File: config.mk
export PLATFORM = sky130hd
export DESIGN_NAME = led_chase_ctrl
export DESIGN_NICKNAME = d
export VERILOG_FILES = /design/src/rtl/led_chase_ctrl_pkg.sv /design/src/rtl/led_tick_gen.sv /design/src/rtl/led_chase_ctrl.sv
export SDC_FILE = /design/constraint.sdc
export NUM_CORES = 1
export LEC_CHECK = 0
export CAP_MARGIN = 5
export CORE_ASPECT_RATIO = 2
export CORE_MARGIN = 4
export CORE_UTILIZATION = 50
export DETAILED_ROUTE_END_ITERATION = 16
export PLACE_DENSITY = 0.73
export RECOVER_POWER = 50
export SKIP_CTS_REPAIR_TIMING = 1
export SKIP_LAST_GASP = 1
export SLEW_MARGIN = 0
export SYNTH_ARGS = -nofsm -noshare
export SYNTH_HDL_FRONTEND = slang
export SYNTH_SLANG_ARGS = --single-unit
File: constraint.sdc
create_clock -name clk -period 2.2 [get_ports clk]
set_input_delay 0.44 -clock clk [delete_from_list [all_inputs] [get_ports clk]]
set_output_delay 0.44 -clock clk [all_outputs]
set_load 0.05 [all_outputs]
File: src/rtl/led_chase_ctrl_pkg.sv
// led_chase_ctrl_pkg: shared mode/state encodings and default animation tap bits.
package led_chase_ctrl_pkg;
  localparam logic [1:0] MODE_OFF    = 2'b00;
  localparam logic [1:0] MODE_LOW    = 2'b01;
  localparam logic [1:0] MODE_NORMAL = 2'b10;
  localparam logic [1:0] MODE_HIGH   = 2'b11;
  typedef enum logic [1:0] {IDLE, RUN, PAUSE, BLINK} state_e;
  localparam int TAP_LOW_DEF    = 21;
  localparam int TAP_NORMAL_DEF = 20;
  localparam int TAP_HIGH_DEF   = 19;
endpackage

File: src/rtl/led_tick_gen.sv
// led_tick_gen: prescale counter with selectable tap and registered one-cycle tick.
module led_tick_gen #(
  parameter int CNT_W = 22,
  parameter int TW    = 5
) (
  input  logic          clk,
  input  logic          rst,
  input  logic          adv_i,
  input  logic          clr_i,
  input  logic [TW-1:0] tap_i,
  output logic          hit_o,
  output logic          tick_o
);
  logic [CNT_W-1:0] cnt_q, cnt_d, mask;
  logic tick_q;
  // mask covers counter bits [tap:0]
  assign mask = {CNT_W{1'b1}} >> (TW'(CNT_W - 1) - tap_i);
  assign hit_o = adv_i && !clr_i && ((cnt_q & mask) == mask);
  assign cnt_d = clr_i ? '0 : adv_i ? cnt_q + 1'b1 : cnt_q;
  assign tick_o = tick_q;
  always_ff @(posedge clk) begin
    if (rst) begin
      cnt_q  <= '0;
      tick_q <= 1'b0;
    end else begin
      cnt_q  <= cnt_d;
      tick_q <= hit_o;
    end
  end
endmodule

File: src/rtl/led_chase_ctrl.sv
// led_chase_ctrl: power-mode paced LED chase while cooking, completion blink on done.
module led_chase_ctrl
  import led_chase_ctrl_pkg::*;
#(
  parameter int N_LEDS      = 8,
  parameter int CNT_W       = 22,
  parameter int TAP_LOW     = TAP_LOW_DEF,
  parameter int TAP_NORMAL  = TAP_NORMAL_DEF,
  parameter int TAP_HIGH    = TAP_HIGH_DEF,
  parameter int BLINK_TICKS = 6
) (
  input  logic              clk,
  input  logic              rst,
  input  logic [1:0]        mode,
  input  logic              run,
  input  logic              done,
  output logic [N_LEDS-1:0] leds,
  output logic              tick,
  output logic              busy
);
  localparam int TW = $clog2(CNT_W);
  localparam int BW = $clog2(BLINK_TICKS + 1);
  state_e state_q, state_d;
  logic [N_LEDS-1:0] leds_q, leds_d;
  logic [BW-1:0] blink_q, blink_d;
  logic [1:0] mode_q;
  logic [TW-1:0] tap;
  logic go, off, last, adv, clr, hit;
  assign go   = run && (mode != MODE_OFF);
  assign off  = mode == MODE_OFF;
  assign last = blink_q == BW'(BLINK_TICKS - 1);
  led_tick_gen #(.CNT_W(CNT_W), .TW(TW)) u_tick (
    .clk    (clk),
    .rst    (rst),
    .adv_i  (adv),
    .clr_i  (clr),
    .tap_i  (tap),
    .hit_o  (hit),
    .tick_o (tick)
  );
  always_ff @(posedge clk) begin
    if (rst) begin
      state_q <= IDLE;
      leds_q  <= '0;
      blink_q <= '0;
      mode_q  <= MODE_OFF;
    end else begin
      state_q <= state_d;
      leds_q  <= leds_d;
      blink_q <= blink_d;
      mode_q  <= mode;
    end
  end
  // done outranks mode-off, which outranks run
  always_comb begin
    state_d = state_q;
    if (done) state_d = BLINK;
    else
      case (state_q)
        IDLE:    state_d = go ? RUN : IDLE;
        RUN:     state_d = off ? IDLE : !run ? PAUSE : RUN;
        PAUSE:   state_d = off ? IDLE : run ? RUN : PAUSE;
        BLINK:   state_d = (hit && last) ? IDLE : BLINK;
        default: state_d = IDLE;
      endcase
  end
  always_comb begin
    adv = (state_q == RUN) || (state_q == BLINK);
    clr = done || ((state_q == IDLE) && go) || ((state_q == RUN) && (mode != mode_q));
    tap = (state_q == BLINK)  ? TW'(TAP_NORMAL) :
          (mode == MODE_LOW)  ? TW'(TAP_LOW) :
          (mode == MODE_HIGH) ? TW'(TAP_HIGH) : TW'(TAP_NORMAL);
    leds_d = done                                          ? '1 :
             (state_d == IDLE)                             ? '0 :
             (state_q == IDLE)                             ? N_LEDS'(1) :
             (state_q == RUN && state_d == RUN && hit)     ? {leds_q[N_LEDS-2:0], leds_q[N_LEDS-1]} :
             (state_q == BLINK && hit)                     ? ~leds_q : leds_q;
    blink_d = done ? '0 : (state_q == BLINK && hit) ? blink_q + 1'b1 : blink_q;
  end
  assign leds = leds_q;
  assign busy = state_q != IDLE;
endmodule

# Yosys cells after proc, flatten, opt, wreduce, memory -nomap -nowiden
# Cells that the tools add are included.
[word_totals] reg_bits=38 latchBits=0 ramBits=0 rom_bits=0 in_bits=6 out_inout_bits=10 wordCells=57 memories=0
[classes] add_sub_neg=3 multipliers=0 div_mod_pow=0 magnitude_cmp=0 eq_ne=9 n_shift=1 muxes=14 bitwise=2 reduce_logical=22
[ops] operator="two-way mux 8 bit" count=5
[ops] operator="adder 22 x 1 -> 22 bit (second input constant)" count=1
[ops] operator="bitwise AND 22 bit" count=1
[ops] operator="== test 22 bit" count=1
[ops] operator="right shift 22 x 5 -> 22 bit (first input constant)" count=1
[ops] operator="logical AND 1 bit" count=9
[ops] operator="two-way mux 3 bit" count=3
[ops] operator="two-way mux 2 bit" count=4
[ops] operator="inverter 8 bit" count=1
[ops] operator="== test 2 x 1 -> 1 bit (second input constant)" count=3
[ops] operator="== test 2 bit (second input constant)" count=3
[ops] operator="logical NOT 2 bit" count=3
[ops] operator="case mux 2 bit (3 select lines)" count=1
[ops] operator="OR reduction 2 bit" count=3
[ops] operator="nonzero test 5 bit" count=1
[ops] operator="subtractor 5 bit (first input constant)" count=1
[ops] operator="nonzero test 2 bit" count=2
[ops] operator="adder 3 x 1 -> 3 bit (second input constant)" count=1
[ops] operator="== test 3 bit (second input constant)" count=1
[ops] operator="logical OR 1 bit" count=3
[ops] operator="inequality test 2 bit" count=1
[ops] operator="logical NOT 1 bit" count=1
[ops] operator="two-way mux 1 bit" count=1

# Depth between registers and ports, before layout
# Gate-level depths: netlist of run 1.
[logic_depth] word_depth=20 mapped_depth=10 mapped_depth_nobuf=9

# Hierarchy
# From an unflattened synthesis of run 1, not the netlist that was laid out.
[unflattened] cells_unflattened=269 hier_area_um2=2193.4
[modules_own_cells] mod="led_tick_gen" n_inst=1 cells_each=162 area_each_um2=1293.7 seq_area_each_um2=460.4
[modules_own_cells] mod="led_chase_ctrl" n_inst=1 cells_each=107 area_each_um2=899.6 seq_area_each_um2=300.3

# Least setup slack after synthesis of run 1
# Ideal clock, no wire load.
[synth_timing] path_type="flip-flop to flip-flop" startpoint="register state_q[0]" endpoint="register leds_q[0], in the netlist leds[0]" setup_ps=86 arrival_ps=2282 t_required_ps=2114 slack_ps=-168 path_stages_with_launch=10 n_path_buf=1 synth_period_minus_slack_ps=2368 path_cell_list="dfxtp_1 ha_1 or3b_1 a31oi_1 nand4b_4 o21ai_2 a2111oi_4 buf_6 nor2_1 a221oi_2"
[synth_via] elab_chain_cells=18 word_cells_on_any_way=32 classes_between="add/sub: 1; eq/ne: 5; shift: 1; mux: 8; bitwise: 1; reduce/logical: 16"
[synth_lines] item="from (decl)" line="led_chase_ctrl.sv:23" source="state_e state_q, state_d;"
[synth_lines] item="from (signal assigned)" line="led_chase_ctrl.sv:48" source="state_q <= state_d;"
[synth_lines] item="== test 2 bit or logical NOT 2 bit (tied branches)"
[synth_lines] item="two-way mux 3 bit or logical AND 1 bit (tied branches)" line="led_chase_ctrl.sv:70, led_chase_ctrl.sv:69"
[synth_lines] item="subtractor 5 bit or logical OR 1 bit (tied branches)" line="led_tick_gen.sv:17, led_chase_ctrl.sv:69"
[synth_lines] item="right shift 22 x 5 -> 22 bit or logical OR 1 bit (tied branches)" line="led_tick_gen.sv:17, led_chase_ctrl.sv:69"
[synth_lines] item="bitwise AND 22 bit or logical NOT 1 bit (tied branches)" line="led_tick_gen.sv:18" source="assign hit_o = adv_i && !clr_i && ((cnt_q & mask) == mask);"
[synth_lines] item="== test 22 bit or logical AND 1 bit (tied branches)" line="led_tick_gen.sv:18"
[synth_lines] item="logical AND 1 bit" line="led_tick_gen.sv:18"
[synth_lines] item="logical AND 1 bit" line="led_chase_ctrl.sv:63" source="BLINK: state_d = (hit && last) ? IDLE : BLINK;"
[synth_lines] item="two-way mux 2 bit" line="led_chase_ctrl.sv:63"
[synth_lines] item="case mux 2 bit (3 select lines)" line="led_chase_ctrl.sv:59" source="case (state_q)"
[synth_lines] item="two-way mux 2 bit" line="led_chase_ctrl.sv:57" source="if (done) state_d = BLINK;"
[synth_lines] item="== test 2 x 1 -> 1 bit" line="led_chase_ctrl.sv:76" source="(state_q == RUN && state_d == RUN && hit) ? {leds_q[N_LEDS-2:0], leds_q[N_LEDS-1]} :"
[synth_lines] item="logical AND 1 bit (2 in a row)" line="led_chase_ctrl.sv:76"
[synth_lines] item="two-way mux 8 bit" line="led_chase_ctrl.sv:76"
[synth_lines] item="two-way mux 8 bit" line="led_chase_ctrl.sv:75" source="(state_q == IDLE) ? N_LEDS'(1) :"
[synth_lines] item="two-way mux 8 bit" line="led_chase_ctrl.sv:74" source="(state_d == IDLE) ? '0 :"
[synth_lines] item="two-way mux 8 bit" line="led_chase_ctrl.sv:73" source="leds_d = done ? '1 :"
[synth_lines] item="to (signal assigned)" line="led_chase_ctrl.sv:49" source="leds_q <= leds_d;"
[synth_lines] item="to (decl)" line="led_chase_ctrl.sv:24" source="logic [N_LEDS-1:0] leds_q, leds_d;"
# Parallel ways exist; a longest one is shown, timed or not.
# A chain may end at the register's enable or synchronous reset.

# Worst setup path after layout of run 1
[layout_timing] startpoint="register state_q[0]" endpoint="register leds_q[1], in the netlist leds[1]"
# The elaborated chain is that of the path after synthesis.

==> flow_metrics.py, run 1 <==
metrics = {
    "status": {
        "status": "complete, but fails checks",
        "violations": "negative setup slack",
    },
    "detailed_routing": {
        "viasPerCell": 5.24,
        "avgRoutedWirePerCell_um": 14.5,
        "route.detailed.drc": 0,
        "dr.pass1.iters": 3,
        "wirelength_um": 4720,
        "vias": 1708,
        "first_iter_violations": 17,
        "ant_nets": 0,
    },
    "clock_tree": {
        "clk-insertion-delay-late_ps": 290,
        "clk_path_buf_depth": 2,
        "cts-root-buf": "clkbuf_8",
        "clk_pin_slew_ps": 70,
        "cts_buffers": 5,
        "cts.sinks": 38,
        "cts_max_level": 2,
        "cts_tree": "done",
    },
    "die": {
        "fp.dieH_um": 97.4,
        "io_pins": 16,
        "rows": 32,
        "die_w_um": 52.7,
        "start_util_pct": 52.0,
        "die_area_mm2": 0.00513,
        "fp.coreArea_mm2": 0.00384,
    },
    "power_and_ir_drop": {
        "clkPwrFrac_pct": 36.1,
        "pwr_density_cell_mw_per_mm2": 614,
        "combPwrFrac_pct": 20.3,
        "intPower_mw": 1.21,
        "total_power_mw": 1.67,
        "p_seq_share_pct": 43.6,
        "netSwitchingFraction_pct": 27.3,
        "switchingPower_mw": 0.456,
        "ir_worst_vdd_mv": 0.474,
        "p_leak_nw": 1.06,
    },
    "setup_path": {
        "crit_path_frequent_cell": "a211oi_1",
        "critical_path.cell_chain": "ha_4 > or3b_4 > a31oi_1 > nand4b_4 > o21ai_4 > a2111oi_4 > buf_12 > a211oi_1 > a211oi_1",
        "critPathSlowestCell": "a2111oi_4",
        "cp.required_ps": 2410,
        "end_kind": "register",
        "crit_path_max_fanout": 8,
        "cp_data_arrival_time_ps": 2550,
        "path_class": "register to register",
        "cp_slowest_stage_delay_ps": 430,
        "startpoint_type": "register",
    },
    "synth": {
        "synth_area_leaders": "dfxtp_1, xor2_1, nor2_1, ha_1, mux2i_1",
        "async_flop_share_pct": 0,
        "yosys_most_used_dff": "dfxtp_1",
        "ys_seq_area_share_pct": 38.1,
        "syn_area_per_cell_um2": 9.16,
        "syn_nets": 232,
        "ys_types": 46,
        "ys_seq_elements": 38,
        "synth_cells": 218,
        "syn_area_mm2": 0.00200,
        "yosysWarnings": 0,
        "synth_top_area_share_pct": 38.1,
        "synthTopCellsByCount": "dfxtp_1, nor2_1, xor2_1",
        "synth.most_common_cell": "dfxtp_1",
        "post-synth-top-area-cell": "dfxtp_1",
        "synth_edf_count": 0,
    },
    "grt": {
        "antenna_found_initial": 0,
        "grt_overflow_total": 0,
        "grt_max_degree": 17,
        "grt_pass1_vias": 1756,
        "grt_pass1_wl_um": 7320,
        "groute.usage.overall_pct": 18.9,
    },
    "finish": {
        "layout.nets": 289,
        "utilization_pct": 70.8,
        "area_growth_syn_to_layout_pct": 36.2,
        "drive_gt1_share_pct": 28.0,
        "insertedDiodeCount": 0,
        "final_area_mm2": 0.00272,
    },
    "flow_run": {
        "drv_cap": 0,
    },
    "timing": {
        "slew_headroom_pct": 66.2,
        "skew_ps": 5.85,
        "min_period_over_period_pct": 106,
        "max_clock_freq_mhz": 427,
        "slew_viol_final": 0,
        "setup_slack_ps": -142,
        "fin_crit_ps": 2340,
        "final_hold_viol_count": 0,
        "rsz0062_at_grt": "true",
        "setup_viol": 8,
        "fin_setup_tns_ps": -900,
        "worstMarginPinSlew_ps": 505,
    },
    "placed_design": {
        "dpl-instance-area_mm2": 0.00249,
        "portBuffers": 15,
        "gp_congestion": 0.785,
        "dp_hpwl_um": 3430,
    },
    "min_path": {
        "hp-class": "register to register",
    },
}
-- worst max-delay path, delay by kind of cell (launching register included) --
family | cells | cell delay [ps]
AO/OA/AOI/OAI | 5 | 980
adder cells (fa/ha/maj) | 1 | 160
buffers and inverters | 1 | 170
flip-flops | 1 | 360
AND/OR/NAND/NOR | 2 | 580
-- cell type report --
cell class / instances / area (um2)
clock buffer: 6 / 82.6
inverter: 17 / 63.8
fill: 299 / 1120
timing repair buffer: 57 / 514
sequential: 38 / 766
multi-input combinational: 156 / 1200
tap: 51 / 63.8
clock inverter: 1 / 30.0
-- cells by family (layout without fill, tap and decap cells) --
family                     after synthesis  in the layout  synth area share [%]
xor gates and xnor gates                24             24                  10.5
buffers and inverters                   24             81                  5.14
muxes                                    9              9                  4.51
AOI/OAI and AO/OA                       36             36                  14.3
DFF                                     38             38                  38.1
and+or+nand+nor                         79             79                  22.4
adders and majority gates                8              8                  5.01
-- path summary, 6_finish.rpt --
| kind | start | end | slack (ps) | cells past startpoint |
|---|---|---|---|---|
| max | state_q[0]$_SDFF_PP0_ | leds[1]$_SDFFE_PP0P_ | -140 | 9 |
| min | leds[3]$_SDFFE_PP0P_ | leds[3]$_SDFFE_PP0P_ | 510 | 2 |
| max reg2reg | state_q[0]$_SDFF_PP0_ | leds[1]$_SDFFE_PP0P_ | -140 | 9 |
| min reg2reg | leds[3]$_SDFFE_PP0P_ | leds[3]$_SDFFE_PP0P_ | 510 | 2 |
-- layout by cell type (no fill, tap or decap), drive strengths merged, types with 2 or more instances in the layout --
cell | synthesis | layout
clkdlybuf4s50 | 0 | 11
clkbuf | 4 | 7
nor4 | 3 | 3
a211oi | 14 | 14
buf | 3 | 42
nor2b | 2 | 2
dfxtp | 38 | 38
mux2i | 9 | 9
dlymetal6s2s | 0 | 2
nand4 | 6 | 6
or3 | 2 | 2
a21oi | 5 | 5
ha | 8 | 8
nor2 | 31 | 31
xnor2 | 6 | 6
nand2 | 12 | 12
o211ai | 3 | 3
nand3b | 2 | 2
nor3 | 4 | 4
inv | 17 | 17
xor2 | 18 | 18
nand3 | 7 | 7
o21ai | 8 | 8
-- power groups by stage --
stage,Clock [mW],Combinational [mW],Sequential (mW)
finish,0.603,0.339,0.728
CTS,0.623,0.309,0.725
floorplan,0,0.134,0.797
detailed placement,0,0.307,0.742
global placement,0,0.303,0.741
global route,0.648,0.362,0.730
-- per-layer routing --
layer	share of wire, %	track usage (%)
met1	34	17.1
met5	0	0
met4	4.2	10.2
met2	59	35.5
met3	2.6	3.99
-- sequential cells by signal (all words and copies together) (netlist names) --
register and count:
blink_q 3, state_q 2, mode_q 2, u_tick.tick_o 1, u_tick.cnt_q 22, leds 8
-- per-stage QoR --
step,setup WS [ps],hold slack [ps],instances
detailed placement,-648,493,315
finish,-142,506,326
global placement,-586,478,315
CTS,-343,504,322
global route,-222,532,326
floorplan,-120,465,218
Note: power is estimated with default switching activity, not from simulation.
==> run 2: changes to the inputs <==
--- a/config.mk
+++ b/config.mk
@@ -5,12 +5,12 @@
 export SDC_FILE = /design/constraint.sdc
 export NUM_CORES = 1
 export LEC_CHECK = 0
+export ABC_CLOCK_PERIOD_IN_PS = 2200
 export CAP_MARGIN = 5
 export CORE_ASPECT_RATIO = 2
 export CORE_MARGIN = 4
-export CORE_UTILIZATION = 50
+export CORE_UTILIZATION = 43
 export DETAILED_ROUTE_END_ITERATION = 16
-export PLACE_DENSITY = 0.73
 export RECOVER_POWER = 50
 export SKIP_CTS_REPAIR_TIMING = 1
 export SKIP_LAST_GASP = 1
==> flow_metrics.py, run 2 (synthesized netlist as in run 1, its figures left out) <==
metrics = {
    "status": {
        "status": "complete, but fails checks",
        "violations": "negative setup slack",
    },
    "detailed_routing": {
        "dr.pass1.iters": 4,
        "vias": 1732,
        "avgRoutedWirePerCell_um": 14.6,
        "ant_nets": 0,
        "viasPerCell": 5.22,
        "first_iter_violations": 46,
        "wirelength_um": 4850,
        "route.detailed.drc": 0,
    },
    "power_and_ir_drop": {
        "switchingPower_mw": 0.458,
        "netSwitchingFraction_pct": 27.3,
        "combPwrFrac_pct": 20.6,
        "p_leak_nw": 1.10,
        "pwr_density_cell_mw_per_mm2": 599,
        "ir_worst_vdd_mv": 0.559,
        "p_seq_share_pct": 43.5,
        "total_power_mw": 1.68,
        "clkPwrFrac_pct": 35.9,
        "intPower_mw": 1.22,
    },
    "setup_path": {
        "critPathSlowestCell": "or3b_4",
        "cp_slowest_stage_delay_ps": 400,
        "path_class": "register to register",
        "cp.required_ps": 2370,
        "end_kind": "register",
        "critical_path.cell_chain": "ha_4 > or3b_4 > a31oi_4 > nand4b_4 > buf_6 > nor2_4 > a2111oi_4 > buf_4 > clkbuf_16 > buf_4 > a221oi_2",
        "cp_data_arrival_time_ps": 2680,
        "crit_path_max_fanout": 7,
        "startpoint_type": "register",
        "rrSetupSlack_ps": -310,
        "crit_path_frequent_cell": "buf_4",
    },
    "grt": {
        "groute.usage.overall_pct": 16.4,
        "grt_overflow_total": 0,
        "grt_max_degree": 23,
        "grt_pass1_vias": 1732,
        "grt_pass1_wl_um": 7640,
        "antenna_found_initial": 0,
    },
    "min_path": {
        "hp-class": "register to register",
    },
    "placed_design": {
        "portBuffers": 15,
        "gp_congestion": 0.743,
        "dpl-instance-area_mm2": 0.00249,
        "dp_hpwl_um": 3470,
    },
    "clock_tree": {
        "cts_max_level": 2,
        "cts.sinks": 38,
        "cts_buffers": 5,
        "clk_pin_slew_ps": 80,
        "cts_tree": "done",
        "clk-insertion-delay-late_ps": 290,
        "clk_path_buf_depth": 2,
        "cts-root-buf": "clkbuf_8",
    },
    "timing": {
        "min_period_over_period_pct": 114,
        "max_clock_freq_mhz": 399,
        "setup_viol": 8,
        "skew_ps": 9.03,
        "final_hold_viol_count": 0,
        "setup_slack_ps": -308,
        "rsz0062_at_grt": "true",
        "fin_crit_ps": 2510,
        "fin_setup_tns_ps": -2080,
        "hold_ws_ps": 503,
        "worstMarginPinSlew_ps": 705,
        "slew_viol_final": 0,
        "slew_headroom_pct": 52.6,
    },
    "finish": {
        "final_area_mm2": 0.00280,
        "largest-register": "u_tick.cnt_q",
        "area_growth_syn_to_layout_pct": 40.4,
        "insertedDiodeCount": 0,
        "largest_register_ffs": 22,
        "layout.nets": 292,
        "final_common_cell": "buf_4",
        "drive_gt1_share_pct": 29.1,
        "multi_input_area_mm2": 0.00123,
        "fill_cells": 395,
        "utilization_pct": 63.3,
        "ff_latch_area_um2": 769,
        "final_cell_mix": "buf_4, dfxtp_1, nor2_1",
    },
    "die": {
        "fp.coreArea_mm2": 0.00442,
        "start_util_pct": 45.1,
        "die_area_mm2": 0.00586,
        "fp.dieH_um": 104,
        "io_pins": 16,
        "die_w_um": 56.2,
        "rows": 34,
    },
    "flow_run": {
        "drv_cap": 0,
    },
}
run 2: cell types whose count changed in the layout (fill, tap and decap cells not counted), sizes merged:
cell	before	now
clkdlybuf4s50	11	12
clkbuf	7	8
dlygate4sd3	1	0
buf	42	44
run 2: final timing paths:
kind,depth (start not counted),to,startpoint
max,11,leds[0]$_SDFFE_PP0P_,state_q[0]$_SDFF_PP0_
min,2,u_tick.cnt_q[1]$_SDFFE_PP0P_,u_tick.cnt_q[1]$_SDFFE_PP0P_
min reg2reg,2,u_tick.cnt_q[1]$_SDFFE_PP0P_,u_tick.cnt_q[1]$_SDFFE_PP0P_
max reg2reg,11,leds[0]$_SDFFE_PP0P_,state_q[0]$_SDFF_PP0_
run 2: critical path: cells and delay by family (launching register included):
family	cells	cell delay [ps]
DFF	1	370
AOI/OAI and AO/OA	3	630
buffers and inverters	4	540
adders and majority gates	1	180
and+or+nand+nor	3	640
run 2: area by class of cell:
type	count	area share [%]
well taps	54	2.41
multi-input cells	156	43.8
clock buffers	6	2.95
flip-flops and latches	38	27.5
inverters	17	2.37
clock inverters	1	1.07
repair buffers	60	19.9
run 2: through the flow:
| step | setup WS [ps] | cells |
|---|---|---|
| after floorplan | -120 | 218 |
| after global placement | -552 | 316 |
| after detailed placement | -714 | 316 |
| after CTS | -400 | 323 |
| after global routing | -382 | 332 |
| final | -308 | 332 |
run 2: routing by layer:
| layer | global-route usage [%] | share of wire, % |
|---|---|---|
| met1 | 14.9 | 36 |
| met2 | 32.8 | 59 |
| met3 | 2.98 | 1.7 |
| met4 | 7.98 | 3.2 |
| met5 | 0 | 0 |
run 2: power groups by stage:
| stage | registers, mW | clock network, mW | logic [mW] |
|---|---|---|---|
| final | 0.729 | 0.603 | 0.346 |
| after global routing | 0.732 | 0.650 | 0.370 |
| after CTS | 0.727 | 0.620 | 0.313 |
| after detailed placement | 0.743 | 0 | 0.312 |
| after global placement | 0.741 | 0 | 0.310 |
| after floorplan | 0.797 | 0 | 0.134 |
==> run 3: changes to the inputs <==
--- a/config.mk
+++ b/config.mk
@@ -5,7 +5,7 @@
 export SDC_FILE = /design/constraint.sdc
 export NUM_CORES = 1
 export LEC_CHECK = 0
-export ABC_CLOCK_PERIOD_IN_PS = 2200
+export ABC_CLOCK_PERIOD_IN_PS = 2100
 export CAP_MARGIN = 5
 export CORE_ASPECT_RATIO = 2
 export CORE_MARGIN = 4
==> constraint.sdc (replaced) <==
create_clock -name clk -period 2.1 [get_ports clk]
set_input_delay 0.42 -clock clk [delete_from_list [all_inputs] [get_ports clk]]
set_output_delay 0.42 -clock clk [all_outputs]
set_load 0.05 [all_outputs]
==> flow_metrics.py, run 3 (synthesized netlist as in run 1, its figures left out) <==
metrics = {
    "setup_path": {
        "crit_path_max_fanout": 8,
        "cp_data_arrival_time_ps": 2560,
        "startpoint": "state_q[0]$_SDFF_PP0_",
        "end_kind": "register",
        "startpoint_type": "register",
        "path_class": "register to register",
        "cp.required_ps": 2300,
        "r2r_start": "state_q[0]$_SDFF_PP0_",
    },
    "detailed_routing": {
        "ant_nets": 0,
        "viasPerCell": 5.18,
        "route.detailed.drc": 0,
        "vias": 1767,
        "avgRoutedWirePerCell_um": 13.6,
        "dr.pass1.iters": 4,
        "wirelength_um": 4640,
        "first_iter_violations": 38,
    },
    "grt": {
        "groute.usage.overall_pct": 16.1,
        "grt_overflow_total": 0,
        "grt_pass1_wl_um": 7660,
        "antenna_found_initial": 0,
        "grt_max_degree": 23,
        "grt_pass1_vias": 1789,
    },
    "placed_design": {
        "dpl-instance-area_mm2": 0.00258,
        "dp_hpwl_um": 3510,
        "portBuffers": 15,
        "pre_cts_ws_ps": -675,
        "gp_congestion": 0.780,
    },
    "min_path": {
        "hp-class": "register to register",
        "min_from": "leds[7]$_SDFFE_PP0P_",
    },
    "timing": {
        "worstMarginPinSlew_ps": 498,
        "max_clock_freq_mhz": 422,
        "min_period_over_period_pct": 113,
        "skew_ps": 4.85,
        "fin_crit_ps": 2370,
        "slew_viol_final": 0,
        "final_hold_viol_count": 0,
        "setup_viol": 8,
        "setup_slack_ps": -269,
        "slew_headroom_pct": 66.7,
        "rsz0062_at_grt": "true",
    },
    "finish": {
        "drive_gt1_share_pct": 29.6,
        "final_common_cell": "buf_4",
        "largest_register_ffs": 22,
        "final_cell_mix": "buf_4, dfxtp_1, nor2_1",
        "area_growth_syn_to_layout_pct": 39.7,
        "final_area_mm2": 0.00279,
        "insertedDiodeCount": 0,
        "layout.nets": 300,
        "largest-register": "u_tick.cnt_q",
    },
    "power_and_ir_drop": {
        "total_power_mw": 1.64,
        "pwr_density_cell_mw_per_mm2": 590,
        "ir_worst_vdd_mv": 0.394,
        "p_leak_nw": 1.12,
    },
    "die": {
        "rows": 34,
        "fp.coreArea_mm2": 0.00442,
        "io_pins": 16,
        "die_w_um": 56.2,
        "start_util_pct": 45.1,
        "die_area_mm2": 0.00586,
        "fp.dieH_um": 104,
    },
    "status": {
        "violations": "negative setup slack",
        "status": "complete, but fails checks",
    },
    "clock_tree": {
        "cts_max_level": 2,
        "cts_buffers": 5,
        "clk-insertion-delay-late_ps": 290,
        "clk_path_buf_depth": 2,
        "clk_pin_slew_ps": 80,
        "cts.sinks": 38,
        "cts_tree": "done",
        "cts-root-buf": "clkbuf_8",
    },
    "flow_run": {
        "drv_cap": 0,
    },
}
## run 3: cell count changes in the layout (fill, tap and decap cells not counted), sizes merged
cell	previous run	this run
clkdlybuf4s50	12	11
bufinv	1	0
clkinv	0	1
dlygate4sd3	0	1
buf	44	52
clkbuf	8	9
## run 3: worst paths after layout
kind	slack, ps	to	cells past startpoint
min reg2reg	510	leds[7]$_SDFFE_PP0P_	2
max	-270	leds[1]$_SDFFE_PP0P_	10
max reg2reg	-270	leds[1]$_SDFFE_PP0P_	10
min	510	leds[7]$_SDFFE_PP0P_	2
## run 3: report_power, final
part,leakage [nW],switching [mW],internal (mW)
Clock,0.0482,0.260,0.265
Combinational,0.760,0.204,0.152
Sequential,0.311,0.0185,0.744
Total,1.12,0.483,1.16
## run 3: critical path, cell delays in order, from the launching register on
cell and delay (ps):
dfxtp_4 360, ha_4 160, or3b_4 380, a31oi_2 180
nand4b_4 210, o21ai_4 80, a2111oi_4 330, buf_4 190
buf_12 120, a211oi_2 30, a211oi_1 220
## run 3: metrics by stage
| stage | instances | setup TNS (ps) | utilization (%) | hold slack, ps |
|---|---|---|---|---|
| after floorplan | 218 | -911 | - | 465 |
| after global placement | 327 | -9490 | 58.3 | 492 |
| after detailed placement | 327 | -10280 | 58.3 | 499 |
| after CTS | 335 | -2820 | 60.4 | 513 |
| after global routing | 341 | -2960 | 63.0 | 535 |
| final | 341 | -1820 | 63.0 | 512 |
## run 3: final cells by class
class | instances | area (um2)
fillers | 428 | 1640
multi-input cells | 156 | 1200
flip-flops and latches | 38 | 766
repair buffers | 68 | 598
clock buffers | 7 | 86.3
well taps | 54 | 67.6
inverters | 17 | 63.8
clock inverters | 1 | 5.00
## run 3: routing by layer
metal | wire length, um | track usage, % | up-vias
li1 | - | - | 893
met1 | 1710 | 15.4 | 843
met2 | 2690 | 31.9 | 21
met3 | 106 | 2.48 | 10
met4 | 140 | 7.30 | 0
met5 | 0 | 0 | -
